<file path="src/rtl/dmem_req_pkg.sv">
// Shared types and defaults for the data-memory request controller.
package dmem_req_pkg;

   localparam int unsigned ADDR_W_DEF  = 16;
   localparam int unsigned DATA_W_DEF  = 16;
   localparam int unsigned TIMEOUT_DEF = 64;

   typedef enum logic [1:0] {
      IDLE   = 2'd0,
      ACCESS = 2'd1,
      ERR    = 2'd2
   } state_e;

   typedef enum logic {
      OP_LD = 1'b0,
      OP_ST = 1'b1
   } op_e;

endpackage

</file>
<file path="src/rtl/sat_counter16.sv">
// 16-bit up counter with synchronous clear that sticks at 16'hFFFF.
module sat_counter16 (
   input  logic        clk_i,
   input  logic        clr_i,
   input  logic        inc_i,
   output logic [15:0] cnt_o
);

   logic [15:0] cnt_q, cnt_d;

   always_comb begin
      cnt_d = cnt_q;
      if (clr_i) begin
         cnt_d = '0;
      end else if (inc_i && (cnt_q != '1)) begin
         cnt_d = cnt_q + 16'd1;
      end
   end

   always_ff @(posedge clk_i) begin
      cnt_q <= cnt_d;
   end

   assign cnt_o = cnt_q;

endmodule

</file>
<file path="src/rtl/dmem_req_ctrl.sv">
// Memory-stage request controller in front of the data cache.
// Define DMEM_REQ_STATS_EN to build the access/hit statistics counters.
module dmem_req_ctrl
   import dmem_req_pkg::*;
#(
   parameter int unsigned ADDR_W         = ADDR_W_DEF,
   parameter int unsigned DATA_W         = DATA_W_DEF,
   parameter int unsigned TIMEOUT_CYCLES = TIMEOUT_DEF
) (
   input  logic              clk,
   input  logic              rst,
   input  logic              req_valid,
   output logic              req_ready,
   input  logic              req_rd,
   input  logic              req_wr,
   input  logic [ADDR_W-1:0] req_addr,
   input  logic [DATA_W-1:0] req_wdata,
   output logic              resp_valid,
   output logic [DATA_W-1:0] resp_rdata,
   output logic              resp_err,
   output logic              err_sticky,
   output logic [ADDR_W-1:0] dm_addr,
   output logic [DATA_W-1:0] dm_data_in,
   output logic              dm_rd,
   output logic              dm_wr,
   input  logic [DATA_W-1:0] dm_data_out,
   input  logic              dm_done,
   input  logic              dm_stall,
   input  logic              dm_cache_hit,
   output logic [15:0]       stat_access,
   output logic [15:0]       stat_hit
);

   localparam logic [15:0] TMO_LAST = 16'(TIMEOUT_CYCLES - 1);

   state_e              state_q, state_d;
   op_e                 op_q, op_d;
   logic [ADDR_W-1:0]   addr_q, addr_d;
   logic [DATA_W-1:0]   wdata_q, wdata_d;
   logic [DATA_W-1:0]   rdata_q, rdata_d;
   logic                resp_valid_q, resp_valid_d;
   logic                resp_err_q, resp_err_d;
   logic                sticky_q, sticky_d;
   logic                resp_acc_q, resp_acc_d;
   logic [15:0]         tmr_cnt;

   // Watchdog restarts from zero every time ACCESS is entered.
   sat_counter16 u_tmr (
      .clk_i (clk),
      .clr_i (rst || (state_q != ACCESS)),
      .inc_i ((state_q == ACCESS) && !dm_done),
      .cnt_o (tmr_cnt)
   );

   always_comb begin
      state_d      = state_q;
      op_d         = op_q;
      addr_d       = addr_q;
      wdata_d      = wdata_q;
      rdata_d      = rdata_q;
      resp_valid_d = 1'b0;
      resp_err_d   = 1'b0;
      sticky_d     = sticky_q;
      resp_acc_d   = 1'b0;
      case (state_q)
         IDLE: begin
            if (req_valid && (req_rd || req_wr)) begin
               addr_d  = req_addr;
               wdata_d = req_wdata;
               op_d    = (req_wr && !req_rd) ? OP_ST : OP_LD;
               if (req_addr[0] || (req_rd && req_wr)) begin
                  state_d = ERR;
               end else begin
                  state_d = ACCESS;
               end
            end
         end
         ACCESS: begin
            // dm_done wins over a watchdog expiry in the same cycle.
            if (dm_done) begin
               resp_valid_d = 1'b1;
               resp_acc_d   = 1'b1;
               rdata_d      = (op_q == OP_LD) ? dm_data_out : '0;
               state_d      = IDLE;
            end else if (tmr_cnt == TMO_LAST) begin
               resp_valid_d = 1'b1;
               resp_err_d   = 1'b1;
               resp_acc_d   = 1'b1;
               rdata_d      = '0;
               sticky_d     = 1'b1;
               state_d      = IDLE;
            end
         end
         ERR: begin
            resp_valid_d = 1'b1;
            resp_err_d   = 1'b1;
            rdata_d      = '0;
            sticky_d     = 1'b1;
            state_d      = IDLE;
         end
         default: begin
            state_d = IDLE;
         end
      endcase
   end

   always_ff @(posedge clk) begin
      if (rst) begin
         state_q      <= IDLE;
         op_q         <= OP_LD;
         addr_q       <= '0;
         wdata_q      <= '0;
         rdata_q      <= '0;
         resp_valid_q <= 1'b0;
         resp_err_q   <= 1'b0;
         sticky_q     <= 1'b0;
         resp_acc_q   <= 1'b0;
      end else begin
         state_q      <= state_d;
         op_q         <= op_d;
         addr_q       <= addr_d;
         wdata_q      <= wdata_d;
         rdata_q      <= rdata_d;
         resp_valid_q <= resp_valid_d;
         resp_err_q   <= resp_err_d;
         sticky_q     <= sticky_d;
         resp_acc_q   <= resp_acc_d;
      end
   end

   assign req_ready  = (state_q == IDLE);
   assign dm_rd      = (state_q == ACCESS) && (op_q == OP_LD);
   assign dm_wr      = (state_q == ACCESS) && (op_q == OP_ST);
   assign dm_addr    = addr_q;
   assign dm_data_in = wdata_q;
   assign resp_valid = resp_valid_q;
   assign resp_err   = resp_err_q;
   assign resp_rdata = rdata_q;
   assign err_sticky = sticky_q;

`ifdef DMEM_REQ_STATS_EN
   logic stat_acc_inc, stat_hit_inc;
   logic unused_stall;

   // The cache's hit flag is valid in the response cycle, one after dm_done.
   assign stat_acc_inc = resp_valid_q && resp_acc_q;
   assign stat_hit_inc = stat_acc_inc && dm_cache_hit;
   assign unused_stall = dm_stall;

   sat_counter16 u_stat_access (
      .clk_i (clk),
      .clr_i (rst),
      .inc_i (stat_acc_inc),
      .cnt_o (stat_access)
   );

   sat_counter16 u_stat_hit (
      .clk_i (clk),
      .clr_i (rst),
      .inc_i (stat_hit_inc),
      .cnt_o (stat_hit)
   );
`else
   logic unused_inputs;

   assign stat_access   = '0;
   assign stat_hit      = '0;
   assign unused_inputs = ^{dm_stall, dm_cache_hit, resp_acc_q};
`endif

endmodule

</file>
<file path="config.mk">
export PLATFORM = sky130hd
export DESIGN_NAME = dmem_req_ctrl
export DESIGN_NICKNAME = d
export VERILOG_FILES = /design/src/rtl/dmem_req_pkg.sv /design/src/rtl/sat_counter16.sv /design/src/rtl/dmem_req_ctrl.sv
export SDC_FILE = /design/constraint.sdc
export NUM_CORES = 1
export LEC_CHECK = 0
export BUFFER_PORTS_ARGS = -buffer_cell sky130_fd_sc_hd__clkbuf_2
export CORE_ASPECT_RATIO = 0.6
export CORE_MARGIN = 2
export CORE_UTILIZATION = 43
export DETAILED_ROUTE_END_ITERATION = 10
export PLACE_DENSITY = 0.87
export SLEW_MARGIN = 20
export SYNTH_ARGS = -nofsm -noshare
export SYNTH_HDL_FRONTEND = slang
export SYNTH_SLANG_ARGS = --single-unit
</file>
<file path="constraint.sdc">
create_clock -name clk -period 1.66 [get_ports clk]
set_input_delay 0.166 -clock clk [delete_from_list [all_inputs] [get_ports clk]]
set_output_delay 0.166 -clock clk [all_outputs]
set_load 0.1 [all_outputs]
</file>
# Word-level counts from Yosys, hierarchy flattened
# Cells that the tools add are included.
# word_totals
in_bits	56
output_inout_bits	86
reg_bits	70
wordCells	56
# classes
bitwise	1
eq_ne	9
mux	18
n_addsub	1
reduce_logical	18
# ops
operator	n
two-way mux 16 bit	3
one-hot mux 16 bit (2 select lines)	1
adder 16 x 1 -> 16 bit, second input constant	1
== test 16 x 6 -> 1 bit, second input constant	1
!= test 16 bit, second input constant	1
two-way mux 2 bit	4
logical AND 1 bit	7
two-way mux 1 bit	6
!= test 2 x 1 -> 1 bit, second input constant	3
one-hot mux 1 bit (2 select lines)	3
AND reduction 2 bit	3
one-hot mux 2 bit (2 select lines)	1
logical OR 1 bit	3
!= test 3 x 2 -> 1 bit, second input constant	1
AND reduction 3 bit	1
== test 2 x 1 -> 1 bit, second input constant	1
== test 2 bit, second input constant	1
logical NOT 1 bit	2
logical NOT 2 bit	1
!= test 2 bit, second input constant	1
nonzero test 2 bit	1
NOT 1 bit	1

# Longest topological paths before layout
# logic_depth
ltp_word	5
depth_mapped	8
depth_no_buf	6

# Hierarchy
# A second synthesis with hierarchy kept.
# hier_totals
cells_unflattened	383
hier_area_um2	3238.1
# modules_own_cells
mod	area_per_inst_um2	n_inst	seq_area_each_um2	cells_each
dmem_req_ctrl	2389.8	1	1081.0	284
sat_counter16	848.3	1	320.3	99

# Worst setup path after synthesis
# Ideal clock, no wire load.
# synth_path
kind	register to output
from	register state_q[1]
to	output port dm_rd
n_path_buf	1
path_stages_with_launch	5
path_slack_ns	-0.503
arrival_time_ns	1.997
required_ns	1.494
path_cell_list	dfxtp_1 -> inv_1 -> ha_1 -> buf_4 -> nor2b_1
# synth_via
elab_chain_cells	2
# synth_lines
item	line	source
start, declared	dmem_req_ctrl.sv:36	state_e state_q, state_d;
start signal, assigned	dmem_req_ctrl.sv:119	state_q <= state_d;
== test 2 x 1 -> 1 bit	dmem_req_ctrl.sv:132	assign dm_rd = (state_q == ACCESS) && (op_q == OP_LD);
logical AND 1 bit	dmem_req_ctrl.sv:132	
end, declared	dmem_req_ctrl.sv:24	output logic dm_rd,
# Every way passes these cells.

# Worst setup path in the final report
# layout_path
from	register state_q[1]
to	register u_tmr.cnt_q[13], in the netlist u_tmr.cnt_o[13]
# layout_via
elab_chain_cells	3
# layout_lines
item	line	source
== test 2 x 1 -> 1 bit	dmem_req_ctrl.sv:51	.inc_i ((state_q == ACCESS) && !dm_done),
logical AND 1 bit	dmem_req_ctrl.sv:51	
logical AND 1 bit	sat_counter16.sv:15	end else if (inc_i && (cnt_q != '1)) begin
end signal, assigned	sat_counter16.sv:21	cnt_q <= cnt_d;
end, declared	sat_counter16.sv:9	logic [15:0] cnt_q, cnt_d;
# Parallel ways exist; a longest one is shown, timed or not.
# A chain may end at the register's enable or synchronous reset.

==> results by group <==
Critical path
  • Reg2Reg Depth: 6
  • Setup CP Type: reg2reg
  • R2r endpoint: u_tmr.cnt_o[13]
  • Worst Path Arrival: approximately 1.9 ns
  • R2R Path Start: state_q[1]
  • Worst Path Max Fanout: 5
  • R2R Setup Slk: around 0.021 ns
  • Worst setup EP type: flop
  • Startpoint Class: flop
  • Worst EP required: between 1.5 and 2 ns

Floorplanning
  • Num rows: 24
  • # IOs: ~140
  • Starting density of the core: between 40% and 50%
  • Die footprint: around 8400 µm²
  • CORE AREA: ~7300 µm²
  • Die height: slightly above 70 µm
  • Die X: around 120 µm

Routing
  • Router iterations before antenna repair: 4
  • Antenna viol nets, final: 0
  • Final routed DRC violation total: 0
  • Vias: slightly above 3k
  • DR iter-0 viols: around 150
  • Drt total wl: ~8100 µm
  • Via density: 4.916
  • Drt wl/cell: around 13 µm

STA
  • Relative slew slack: between 60 and 70%
  • Final setup violation count: 0
  • Crit path time final: approximately 1.6 ns
  • Count of final hold-check violations: 0
  • Worst-margin pin slew: 0.5589 ns
  • Final worst-path cycle share: 98.74%
  • RSZ-0062 raised after global routing: true
  • Fmax: roughly 610 MHz
  • Slew Viols, Final: 0
  • Worst Skew: between 0.006 and 0.007 ns

Synthesis
  • Mapped Area: approximately 3300 µm²
  • Fraction of registers with async set/reset: 0%
  • Post-Synth Adder-Cell Area: about 1.5%
  • Post-Synth Simple-Gate Area: 23.03%
  • Synth Area in XOR/XNOR: 0%
  • Synthesized instance count: 392
  • Synth Flop Type: dfxtp_1
  • Yosys cell types: 47
  • Post-synth EDFFs: 0
  • Area fraction in compound gates after synthesis: roughly 15%
  • Ys Warns: 0
  • Largest family of logic cells by synthesized area: simple AND/OR/NAND/NOR gates
  • Mux share of post-synthesis cell area: under 10%
  • Post-synthesis sequential area ratio: 42.63%
  • Register bit total from synthesis: 70
  • Synth Area per Inst: about 8.4 µm²

Finish
  • Register area: approximately 1400 µm²
  • Multi-input logic area: about 1700 µm²
  • Finished Cell Area: around 4300 µm²
  • Share of cells above drive strength 1: ~33%
  • Final core occ: between 50% and 60%
  • Fillers: roughly 640
  • Area grow syn2layout: 31.60%
  • Layout net count: between 500 and 600
  • Antenna Diode Count: 0

Placed design
  • Port Buf Inserts: 107
  • Placed cell area: between 3000 and 4000 µm²
  • Final HPWL DP: 5872 µm
  • Routability cong.: 0.9246

Global route
  • Met1 global-route usage: between 20% and 30%
  • Grt met2 use: a little under a third
  • Tot GR Track Use: a little under 20%
  • Largest net degree at the start of global routing: 34
  • Grt ovf: 0
  • Initial antenna violation count: 0
  • Gr busiest metal: met2
  • Number of global-route vias before repair: 2822
  • Global Route met3 Usage: between 8 and 9%
  • First-pass GRT wire length: about 13000 µm

Job
  • Max-Cap Viols: 0

CTS
  • CTS sink cnt: 70
  • CTS tree: done
  • Clock buffer count from CTS: 9
  • Clock slew at reported path FFs: roughly 0.060 ns
  • Root buffer cell: clkbuf_16
  • CTS max path bufs: 2
  • CTS Hold Buffers Added: 0
  • CTS H-Tree Depth: 3
  • Clock latency on the worst-skew pair: around 0.33 ns

Min path
  • Cells on Worst Hold Path: 3
  • Min-delay src: req_wdata[1]
  • Hold crit path type: in2reg
  • Worst Hold Path EP: dm_data_in[1]

Pwr
  • Peak supply drop: about 860 µV
  • Leakage power: a little under 2 nW
  • Final Power: ~5.0 mW
  • Cell Pwr Density: between 1000 and 1500 nW/µm²

Outcome
  • Status: finished clean
[cell usage in the layout, fill, tap and decap left out, types with 8 or more instances in the layout]
master     netlist  final
clkbuf_2         0    104
conb_1           1     32
a21oi_1         44     43
clkbuf_16        0      9
dfxtp_1         70     67
o21ai_0          9      8
buf_4           34     20
nand2b_1        22     22
nand2_1         97     97
mux2i_1         20     20
[power breakdown]
| group | internal (mW) | switching, mW |
|---|---|---|
| clock | 1.16 | 0.699 |
| sequential | 1.76 | 0.0421 |
| combinational | 0.248 | 1.11 |
| total | 3.16 | 1.85 |
[timing repair]
| item | 4_1_cts | 5_1_grt |
|---|---|---|
| gates resized for setup | 2 | 16 |
| setup buffers | 1 | 3 |
| pin swaps | 0 | 7 |
| gates cloned | 0 | 0 |
| endpoints found under the setup margin | 13 | 25 |
[Yosys cell counts, types with 3 or more instances]
cell type,n,area share (%)
a21oi_1,44,6.7
dfxtp_1,70,43
clkbuf_1,15,1.7
nor2_1,6,0.69
mux2i_1,20,6.1
a2111o_1,4,1.4
nand4_1,6,1.1
inv_1,6,0.69
o21ai_0,9,1.4
nand3_1,3,0.46
buf_6,3,1.0
nor3_1,3,0.46
ha_1,4,1.5
nand2_1,97,11
a31oi_1,5,0.95
nand2b_1,22,4.2
and4_1,3,0.80
buf_4,34,7.8
[how the worst max path moves through the flow]
stage | cells after the start | to | start
after floorplan | 7 | u_tmr.cnt_o[13] | state_q[1]
after global placement | 6 | u_tmr.cnt_o[13] | state_q[1]
after detailed placement | 6 | u_tmr.cnt_o[13] | state_q[1]
after CTS | 6 | u_tmr.cnt_o[13] | state_q[1]
after global routing | 4 | u_tmr.cnt_o[13] | u_tmr.cnt_o[8]
final | 6 | u_tmr.cnt_o[13] | state_q[1]
[cell type report]
type | count | share of cell area, %
Multi-Input combinational cell | 292 | 39.05
Sequential cell | 70 | 32.48
Timing Repair Buffer | 131 | 18.19
Clock buffer | 10 | 5.294
Tap cell | 104 | 3.008
Clock inverter | 6 | 1.446
Inverter | 6 | 0.5207
[per-layer routing]
metal / up-vias / routed length [µm]
met4: 0 / 114
met1: 1391 / 3401
met3: 7 / 825
met5: - / 0
met2: 133 / 3727
li1: 1512 / -
[cell families (layout without fill, tap and decap cells)]
group | count (synthesis) | count (layout)
other cells | 1 | 32
mux | 20 | 20
buf+inv | 61 | 153
simple gates | 158 | 158
compound gates | 78 | 78
fa+ha+maj | 4 | 4
flops | 70 | 70
[worst max-delay path: stages (launching register included)]
cell and delay [ns]:
dfxtp_2 0.32, inv_2 0.07, ha_4 0.14, and4b_1 0.20
nand4_1 0.23, or4_1 0.46, a21oi_1 0.14
[registers in the layout, indices dropped and copies added, names as in the netlist]
| register | cells |
|---|---|
| dm_addr | 16 |
| dm_data_in | 16 |
| err_sticky | 1 |
| op_q | 1 |
| resp_err | 1 |
| resp_rdata | 16 |
| resp_valid | 1 |
| state_q | 2 |
| u_tmr.cnt_o | 16 |
[per-stage QoR]
step | hold slack, ns | setup slack [ns] | TNS (ns) | instances
floorplan | 0.2751 | -0.01783 | -0.01783 | 423
global placement | 0.3879 | 0.04450 | 0 | 599
detailed placement | 0.3958 | -0.03778 | -0.08707 | 599
CTS | 0.04352 | 0.002779 | 0 | 616
global route | 0.04488 | -0.09773 | -0.6558 | 619
finish | 0.05382 | 0.02100 | 0 | 619
Note: power is estimated with default switching activity, not from simulation.
